## src/rtl/vram_port.sv

```systemverilog
// CPU register window onto port 1 of the dual-port video RAM: auto-incrementing
// pointer, two-write address latch and a one-deep buffered read path.
module vram_port #(
  parameter int P_addr_bits = 12,
  parameter int P_data_bits = 8
) (
  input  logic                   I_clock,
  input  logic                   I_reset,
  input  logic                   I_cpu_cs,
  input  logic                   I_cpu_rw,
  input  logic [1:0]             I_cpu_addr,
  input  logic [P_data_bits-1:0] I_cpu_data,
  output logic [P_data_bits-1:0] O_cpu_data,
  output logic                   O_cpu_ready,
  output logic                   O_mem_clock,
  output logic [P_addr_bits-1:0] O_mem_addr,
  output logic                   O_mem_rden,
  output logic                   O_mem_wren,
  output logic [P_data_bits-1:0] O_mem_data,
  input  logic [P_data_bits-1:0] I_mem_data
);

  localparam int HI_BITS = P_addr_bits - P_data_bits;

  typedef enum logic [1:0] {
    REG_CTRL   = 2'd0,
    REG_STATUS = 2'd1,
    REG_ADDR   = 2'd2,
    REG_DATA   = 2'd3
  } reg_sel_e;

  // RD_ISSUE: rden is on the RAM port; RD_CAPTURE: RAM data is valid this cycle.
  typedef enum logic [1:0] {
    RD_IDLE,
    RD_ISSUE,
    RD_CAPTURE
  } rd_state_e;

  rd_state_e              rd_state;
  logic [P_addr_bits-1:0] ptr;
  logic [P_data_bits-1:0] ctrl;
  logic [P_data_bits-1:0] rbuf;
  logic                   toggle;

  logic                   busy;
  logic                   accept;
  logic [P_addr_bits-1:0] ptr_inc;
  reg_sel_e               sel;

  assign O_mem_clock = I_clock;

  assign sel     = reg_sel_e'(I_cpu_addr);
  assign busy    = (rd_state != RD_IDLE);
  // Only DATA accesses wait for the read buffer; register accesses go through.
  assign accept  = I_cpu_cs && ((sel != REG_DATA) || !busy);
  assign ptr_inc = ctrl[0] ? P_addr_bits'(32) : P_addr_bits'(1);

  // NOTE: all state below uses non-blocking assignments so every register
  // samples pre-edge values; blocking here would create order-dependent races.
  always_ff @(posedge I_clock) begin
    if (I_reset) begin
      rd_state    <= RD_IDLE;
      ptr         <= '0;
      ctrl        <= '0;
      rbuf        <= '0;
      toggle      <= 1'b0;
      O_cpu_data  <= '0;
      O_cpu_ready <= 1'b1;
      O_mem_addr  <= '0;
      O_mem_rden  <= 1'b0;
      O_mem_wren  <= 1'b0;
      O_mem_data  <= '0;
    end else begin
      O_mem_rden <= 1'b0;
      O_mem_wren <= 1'b0;

      case (rd_state)
        RD_ISSUE:   rd_state <= RD_CAPTURE;
        RD_CAPTURE: begin
          rbuf        <= I_mem_data;
          rd_state    <= RD_IDLE;
          O_cpu_ready <= 1'b1;
        end
        default:    rd_state <= RD_IDLE;
      endcase

      if (accept) begin
        case (sel)
          REG_CTRL: begin
            if (I_cpu_rw) O_cpu_data <= ctrl;
            else          ctrl       <= I_cpu_data;
          end
          REG_STATUS: begin
            if (I_cpu_rw) begin
              O_cpu_data <= {toggle, {(P_data_bits-2){1'b0}}, busy};
              toggle     <= 1'b0;
            end
          end
          REG_ADDR: begin
            if (I_cpu_rw) begin
              O_cpu_data <= '0;
            end else if (!toggle) begin
              ptr    <= {I_cpu_data[HI_BITS-1:0], ptr[P_data_bits-1:0]};
              toggle <= 1'b1;
            end else begin
              ptr    <= {ptr[P_addr_bits-1:P_data_bits], I_cpu_data};
              toggle <= 1'b0;
            end
          end
          REG_DATA: begin
            O_mem_addr <= ptr;
            ptr        <= ptr + ptr_inc;
            if (I_cpu_rw) begin
              // Return what the previous read fetched; this read refills rbuf.
              O_cpu_data  <= rbuf;
              O_mem_rden  <= 1'b1;
              rd_state    <= RD_ISSUE;
              O_cpu_ready <= 1'b0;
            end else begin
              O_mem_data <= I_cpu_data;
              O_mem_wren <= 1'b1;
            end
          end
          default: ;
        endcase
      end
    end
  end

endmodule
```

## config.mk

```make
export PLATFORM = sky130hd
export DESIGN_NAME = vram_port
export DESIGN_NICKNAME = d
export VERILOG_FILES = /design/src/rtl/vram_port.sv
export SDC_FILE = /design/constraint.sdc
export NUM_CORES = 1
export LEC_CHECK = 0
export BUFFER_PORTS_ARGS = -buffer_cell sky130_fd_sc_hd__buf_2
export CORE_ASPECT_RATIO = 1.5
export CORE_MARGIN = 4
export CORE_UTILIZATION = 49
export DETAILED_ROUTE_END_ITERATION = 10
export HOLD_SLACK_MARGIN = 0.1
export PLACE_DENSITY = 0.74
export SETUP_SLACK_MARGIN = 0.02
export SYNTH_ARGS = -nofsm -noshare
export SYNTH_HDL_FRONTEND = slang
export SYNTH_SLANG_ARGS = --single-unit
```

## constraint.sdc

```tcl
create_clock -name I_clock -period 1.7 [get_ports I_clock]
set_input_delay 0 -clock I_clock [delete_from_list [all_inputs] [get_ports I_clock]]
set_output_delay 0 -clock I_clock [all_outputs]
set_load 0.02 [all_outputs]
```

==> results of run 1 <==
[final timing paths]
path / slack [ps] / startpoint / end
hold / removal: 140 / I_cpu_addr[0] / O_mem_rden$_SDFF_PP0_
setup / recovery: 30 / rd_state[1]$_SDFF_PP0_ / ptr[9]$_SDFFE_PP0P_
hold reg to reg: 460 / rbuf[0]$_SDFFE_PP0P_ / rbuf[0]$_SDFFE_PP0P_
setup reg to reg: 30 / rd_state[1]$_SDFF_PP0_ / ptr[9]$_SDFFE_PP0P_
[critical path, cell delays in order (launching register included)]
cell and delay (ps):
dfxtp_1 310, or3b_4 410, a221oi_4 240, or4b_1 460
a32oi_1 180
[repair_timing]
action                                  CTS  global route
pin swaps                                 6             4
buffers inserted                          3             3
hold buffers                             31             0
endpoints found under the hold margin    38             0
endpoints found under the setup margin    5            21
gates resized for setup                  12             7
[cell families after synthesis]
kind of cell    share of synthesized area
mux                                0.0474
flops                               0.445
fa+ha+maj                          0.0137
simple gates                        0.224
compound gates                      0.222
buf+inv                            0.0479
[per-stage QoR]
step | worst slack (ps) | util | area, um2 | power (mW)
4_1_cts | 22.2 | 0.704 | 3840 | 3.57
3_3_place_gp | -19.4 | 0.582 | 3170 | 1.87
6_report | 29.1 | 0.714 | 3890 | 3.57
5_1_grt | -5.20 | 0.714 | 3890 | 3.69
2_1_floorplan | -128 | - | 2750 | 1.77
3_5_place_dp | -107 | 0.582 | 3170 | 1.88
[placed cells by master (no fill, tap or decap), types with 13 or more instances in the layout]
cell type,n
nor3_1,15
nor2_1,37
o21ai_0,22
nand2_1,52
buf_2,53
clkbuf_8,14
buf_4,30
mux2i_1,13
dlygate4sd3_1,31
dfxtp_1,58
a21oi_1,33
[state kept, by name, summed over array words and instances, names as in the netlist, 8 cells and up]
name	flops
O_cpu_data	8
ptr	12
ctrl	8
O_mem_addr	12
O_mem_data	8
rbuf	8
[metal layers]
metal	vias up	wire [um]	track usage
met5	-	0	0
met4	0	376	0.173
met3	33	439	0.0677
met2	116	4370	0.446
met1	1376	3100	0.258
li1	1409	-	-
[cell type report]
cell class | instances | area share
tap | 70 | 0.0225
sequential | 61 | 0.315
clock inverter | 3 | 0.0174
clock buffer | 17 | 0.0528
multi-input combinational | 244 | 0.381
timing repair buffer | 113 | 0.205
inverter | 7 | 0.00675
[power by group]
part | leakage, nW | switching (mW) | total, mW | internal, mW
sequential | 0.496 | 0.0281 | 1.49 | 1.46
clock | 0.135 | 0.638 | 1.71 | 1.07
combinational | 1.01 | 0.208 | 0.367 | 0.159
total | 1.65 | 0.874 | 3.57 | 2.69
==> impl_metrics.ini, run 1 <==
[route]
ant_nets = 0
drt_wl_total_mm = 8.28
vias_per_cell = 5.70
drt_iter0_drc = 283
drc_errors = 0
wl_per_cell_um = 16.1
vias = 2934
dr.pass1.iters = 5

[pwr]
ir_drop_mv = 0.726
leakage_nw = 1.65
power_per_cell_area_mw_per_mm2 = 917

[grt]
grt_pass1_vias = 2893
antenna_found_initial = 0
grt_pass1_wl_mm = 13.6
grt_max_degree = 36
track_usage = 0.253
overflow = 0

[die]
row_count = 33
coreArea_mm2 = 0.00545
die_h_um = 99.6
design.die.area_mm2 = 0.00688
die_w_um = 69.1
ios = 54
initial_core_util = 0.503

[logic_synthesis]
async_flop_share = 0
netlist_area_mm2 = 0.00274
synth_nets = 363
yosysMostFrequentCell = dfxtp_1
synth-seq-cells = 61
synth_top_flop_cell = dfxtp_1
synth.distinct_cells = 48
syn_avg_cell_area_um2 = 8.11
synth_edf_count = 0
netlist.top_cell.by_area = dfxtp_1
ys_warn_count = 0
seq_area_frac_synth = 0.445
synth_common_cells = dfxtp_1 (61), nand2_1 (52), nor2_1 (37), a21oi_1 (33)
synth_top_area_frac = 0.445
syn_inst = 338
synth.area.top_cells = dfxtp_1 (45%), nand2_1 (7.1%), a21oi_1 (6.0%), nor2_1 (5.1%), mux2i_1 (4.7%)

[finish]
drive_gt1_frac = 0.263
seqCellArea_mm2 = 0.00122
fillers = 409
num-nets-final = 465
diodes = 0
finalNonFillerCells = 515
syn_to_final_growth_pct = 41.8
multiInputGateArea_mm2 = 0.00148

[hold_path]
hold_class = in2reg
whs_path_depth = 4

[place]
io_buffer_count = 53
dpl.hpwl_mm = 5.28
place.gp.congestion = 0.858
dp.cells = 459

[timing]
slew_headroom = 0.690
fmax_ghz = 0.598
drv_slew = 0
setup_viol = 0
period_needed_ps = 1670
worst-slew-pin-transition_ps = 464
fin_crit_sh = 0.983
rsz0062_at_grt = yes
fin_tns_setup_ps = 0
finalClockSkew_ps = 6.93
hold_viol = 0
fin_hold_ws_ps = 137

[worst_setup_path]
crit_required_ps = 2070
crit_type = reg2reg
critPathArrivalTime_ps = 2040
cp_max_fo = 2
crit_path_end_kind = flop
ff2ff_path_depth = 4
start_kind = flop

[clock_network]
clk_latency_ps = 450
clkSlewWorstSetupHoldPaths_ps = 70
cts_tree = yes

[status]
status = finished clean

[job]
max-cap-violations = 0
Note: power is estimated with default switching activity, not from simulation.
==> inputs of run 2 (changes only) <==
--- a/config.mk
+++ b/config.mk
@@ -8,10 +8,10 @@
 export BUFFER_PORTS_ARGS = -buffer_cell sky130_fd_sc_hd__buf_2
 export CORE_ASPECT_RATIO = 1.5
 export CORE_MARGIN = 4
-export CORE_UTILIZATION = 49
+export CORE_UTILIZATION = 35
 export DETAILED_ROUTE_END_ITERATION = 10
 export HOLD_SLACK_MARGIN = 0.1
-export PLACE_DENSITY = 0.74
+export PLACE_DENSITY = 0.58
 export SETUP_SLACK_MARGIN = 0.02
 export SYNTH_ARGS = -nofsm -noshare
 export SYNTH_HDL_FRONTEND = slang
==> impl_metrics.ini, run 2 (synthesized netlist as in run 1, its figures left out) <==
[clock_network]
cts_tree = yes
clkSlewWorstSetupHoldPaths_ps = 60
clk_latency_ps = 440

[route]
ant_nets = 0
drc_errors = 0
vias_per_cell = 5.20
drt_iter0_drc = 131
vias = 2813
wl_per_cell_um = 15.1
drt_wl_total_mm = 8.15
dr.pass1.iters = 6

[timing]
fin_crit_sh = 0.994
rsz0062_at_grt = yes
hold_viol = 0
worst-slew-pin-transition_ps = 468
setup_viol = 0
period_needed_ps = 1690
drv_slew = 0
finalClockSkew_ps = 7.72
fmax_ghz = 0.592
slew_headroom = 0.680

[worst_setup_path]
cp_max_fo = 4
r2r_setup_slack_ps = 10
crit_required_ps = 2070
start_kind = flop
critPathArrivalTime_ps = 2060
r2r-end = ptr[10]$_SDFFE_PP0P_
ff2ff_path_depth = 7
crit_path_end_kind = flop
timing.rr.start = ctrl[0]$_SDFFE_PP0P_
crit_type = reg2reg

[pwr]
ir_drop_mv = 0.634
leakage_nw = 1.67
power_mw = 4.37
power_per_cell_area_mw_per_mm2 = 1090

[place]
place.gp.congestion = 0.830
dp.cells = 495
placed_cell_area_mm2 = 0.00324
dpl.hpwl_mm = 5.79
io_buffer_count = 53

[die]
coreArea_mm2 = 0.00761
die_h_um = 116
design.die.area_mm2 = 0.00935
ios = 54
die_w_um = 80.3
initial_core_util = 0.360
row_count = 39

[finish]
layout.cells.most_common = dfxtp_1
finalNonFillerCells = 541
layout_common_cells = dfxtp_1 (58), buf_2 (54), nand2_1 (52)
num-nets-final = 459
utilization = 0.526
syn_to_final_growth_pct = 46.0
drive_gt1_frac = 0.276
reg.largest.list = O_mem_addr x12, ptr x12
postLayoutCellArea_mm2 = 0.00400
diodes = 0

[grt]
antenna_found_initial = 0
grt_max_degree = 26
overflow = 0
grt_pass1_vias = 2700
track_usage = 0.184
grt_pass1_wl_mm = 12.9

[hold_path]
hold_class = in2reg
whs_path_depth = 4
worstHoldStart = I_mem_data[6]
min_delay_worst_endpoint = rbuf[6]$_SDFFE_PP0P_

[job]
max-cap-violations = 0

[status]
status = finished clean
==> run 2: layout make-up <==
type	count	area [um2]
Inverter	7	26.3
Clock buffer	13	305
Multi-Input combinational cell	244	1470
Tap cell	102	128
Fill cell	742	3610
Clock inverter	7	124
Timing Repair Buffer	107	723
Sequential cell	61	1220
==> run 2: power breakdown <==
part	total (mW)	internal, mW	switching [mW]
clock network	2.51	1.75	0.762
logic	0.361	0.155	0.206
registers	1.49	1.46	0.0269
==> run 2: metrics by stage <==
step / hold WS [ps] / TNS [ps] / worst slack (ps)
2_1_floorplan: 113 / -128 / -128
3_3_place_gp: 134 / -72.2 / -46.7
3_5_place_dp: 134 / -279 / -99.9
4_1_cts: 325 / -3.63 / -3.63
5_1_grt: 350 / -121 / -56.4
6_report: 340 / 0 / 11.0
==> run 2: layer usage <==
| metal | vias to the layer above | GRT usage | share of wire |
|---|---|---|---|
| li1 | 1402 | - | - |
| met1 | 1299 | 0.202 | 0.41 |
| met2 | 94 | 0.311 | 0.52 |
| met3 | 18 | 0.0440 | 0.046 |
| met4 | 0 | 0.124 | 0.028 |
| met5 | - | 0 | 0 |
==> run 2: what timing repair did <==
action | 4_1_cts | 5_1_grt
gates cloned | 0 | 1
hold endpoints to repair | 47 | 0
pin swaps | 1 | 4
resized for setup | 8 | 10
endpoints found under the setup margin | 5 | 5
buffers inserted | 0 | 5
hold buffers | 21 | 0
==> run 2: worst max-delay path, cell delays in order (launching register included) <==
cell and delay, ps:
dfxtp_2 320, inv_2 80, ha_4 150, ha_4 130
and3_4 210, a31oi_4 100, or4_1 500, a31oi_1 130
==> run 2: worst max-delay path by stage <==
stage / from / end / slack, ps / cells past startpoint
global route: ctrl[0]$_SDFFE_PP0P_ / ptr[10]$_SDFFE_PP0P_ / -60 / 7
global placement: ctrl[0]$_SDFFE_PP0P_ / ptr[8]$_SDFFE_PP0P_ / -50 / 7
floorplan: O_mem_rden$_SDFF_PP0_ / ptr[9]$_SDFFE_PP0P_ / -130 / 5
CTS: ctrl[0]$_SDFFE_PP0P_ / ptr[10]$_SDFFE_PP0P_ / -4 / 7
detailed placement: ctrl[0]$_SDFFE_PP0P_ / ptr[8]$_SDFFE_PP0P_ / -100 / 7
finish: ctrl[0]$_SDFFE_PP0P_ / ptr[10]$_SDFFE_PP0P_ / 10 / 7
==> inputs of run 3 (changes only) <==
--- a/config.mk
+++ b/config.mk
@@ -9,6 +9,7 @@
 export CORE_ASPECT_RATIO = 1.5
 export CORE_MARGIN = 4
 export CORE_UTILIZATION = 35
+export CTS_BUF_LIST = sky130_fd_sc_hd__clkbuf_8
 export DETAILED_ROUTE_END_ITERATION = 10
 export HOLD_SLACK_MARGIN = 0.1
 export PLACE_DENSITY = 0.58
==> impl_metrics.ini, run 3 (synthesized netlist as in run 1, its figures left out) <==
[status]
status = complete, but fails checks
violations = negative setup slack

[worst_setup_path]
crit_path_end_kind = flop
path_cells = inv_2 -> ha_4 -> ha_4 -> and3_4 -> a31oi_4 -> or4_1 -> a31oi_1
start_kind = flop
cp_max_fo = 5
critical_path.max_stage_delay_ps = 500
crit_type = reg2reg
critPathArrivalTime_ps = 2090
slowest_stage = or4_1
critPathMostFrequentCell = ha_4
crit_required_ps = 2090

[route]
vias_per_cell = 5.15
drt_iter0_drc = 154
drc_errors = 0
wl_met1_mm = 3.32
dr.pass1.iters = 4
wl_per_cell_um = 14.9
dr_wl_met3_um = 296
vias = 2779
routed.top_layer = met4
ant_nets = 0
met2_wirelength_mm = 4.22
drt_wl_total_mm = 8.03

[pwr]
leakage_nw = 1.61
p_clk_frac = 0.496
ir_drop_mv = 0.481
comb_power_share = 0.099
power_per_cell_area_mw_per_mm2 = 950
switchingPower_mw = 0.907
p_int_mw = 2.76
swShare = 0.247
pwr-share-seq = 0.406

[grt]
grt_pass1_vias = 2655
track_usage = 0.180
grt_max_degree = 26
overflow = 0
antenna_found_initial = 0
grt_pass1_wl_mm = 12.8

[timing]
period_needed_ps = 1700
worst-slew-pin-transition_ps = 470
finalClockSkew_ps = 8.25
setup_viol = 1
fmax_ghz = 0.588
drv_slew = 0
hold_viol = 0
slew_headroom = 0.686
fin_crit_sh = 1.00
final.setup.worst_slack_ps = -0.461
rsz0062_at_grt = yes

[die]
die_h_um = 116
initial_core_util = 0.360
ios = 54
die_w_um = 80.3
design.die.area_mm2 = 0.00935
coreArea_mm2 = 0.00761
row_count = 39

[finish]
postLayoutCellArea_mm2 = 0.00387
layout.cells.most_common = dfxtp_1
diodes = 0
fillers = 763
drive_gt1_frac = 0.276
syn_to_final_growth_pct = 41.0
layout_common_cells = dfxtp_1 (57), buf_2 (53), nand2_1 (52)
num-nets-final = 458
reg.largest.list = O_mem_addr x12, ptr x12

[place]
io_buffer_count = 53
dpl.hpwl_mm = 5.79
placed_cell_area_mm2 = 0.00324
place_ws_ps = -99.9
place.gp.congestion = 0.830

[hold_path]
hold_class = in2reg

[clock_network]
clk_latency_ps = 450
clkSlewWorstSetupHoldPaths_ps = 70
cts_tree = yes

[job]
max-cap-violations = 0
## run 3: through the flow
step,TNS (ps),total power [mW],hold WS [ps],utilization,std cells
after floorplan,-128,1.77,113,-,338
after global placement,-72.2,1.88,134,0.426,495
after detailed placement,-279,1.88,134,0.426,495
after CTS,-4.51,3.71,306,0.497,535
after global routing,-142,3.82,324,0.508,540
final,-0.461,3.67,325,0.508,540
## run 3: final cells by class
type,count,area [um2],share of cell area
inverter,7,26.3,0.00680
timing repair buffer,106,722,0.187
tap,102,128,0.0330
clock buffer,13,170,0.0440
sequential,61,1230,0.317
clock inverter,7,124,0.0320
multi-input combinational,244,1470,0.380
## run 3: worst paths after layout
kind,cells after the start,from,end,slack (ps)
max reg2reg,7,ctrl[0]$_SDFFE_PP0P_,ptr[10]$_SDFFE_PP0P_,-0.5
min reg2reg,2,ctrl[7]$_SDFFE_PP0P_,ctrl[7]$_SDFFE_PP0P_,450
min,4,I_mem_data[6],rbuf[6]$_SDFFE_PP0P_,320
max,7,ctrl[0]$_SDFFE_PP0P_,ptr[10]$_SDFFE_PP0P_,-0.5
## run 3: timing repair
action                     in CTS  in global routing
gates resized for setup         8                 11
cloned                          0                  1
setup endpoints to repair       5                  8
hold endpoints to repair       49                  0
hold buffers                   21                  0
pin swaps                       1                  4
setup buffers                   0                  4
## run 3: power groups by stage
stage | combinational [mW] | sequential (mW) | clock [mW]
finish | 0.363 | 1.49 | 1.82
detailed placement | 0.310 | 1.52 | 0.0549
floorplan | 0.164 | 1.54 | 0.0687
global placement | 0.308 | 1.52 | 0.0549
global route | 0.397 | 1.49 | 1.93
CTS | 0.352 | 1.49 | 1.87
## run 3: worst max-delay path, delay by kind of cell, from the launching register on
| kind | cells | cell delay [ps] |
|---|---|---|
| AND/OR/NAND/NOR | 2 | 710 |
| flip-flops | 1 | 320 |
| adder cells (fa/ha/maj) | 2 | 290 |
| AO/OA/AOI/OAI | 2 | 240 |
| buffers and inverters | 1 | 80 |
## run 3: metal layers
metal / global-route usage / vias up
li1: - / 1394
met1: 0.203 / 1292
met3: 0.0386 / 14
met2: 0.313 / 79
met4: 0.100 / 0
met5: 0 / -
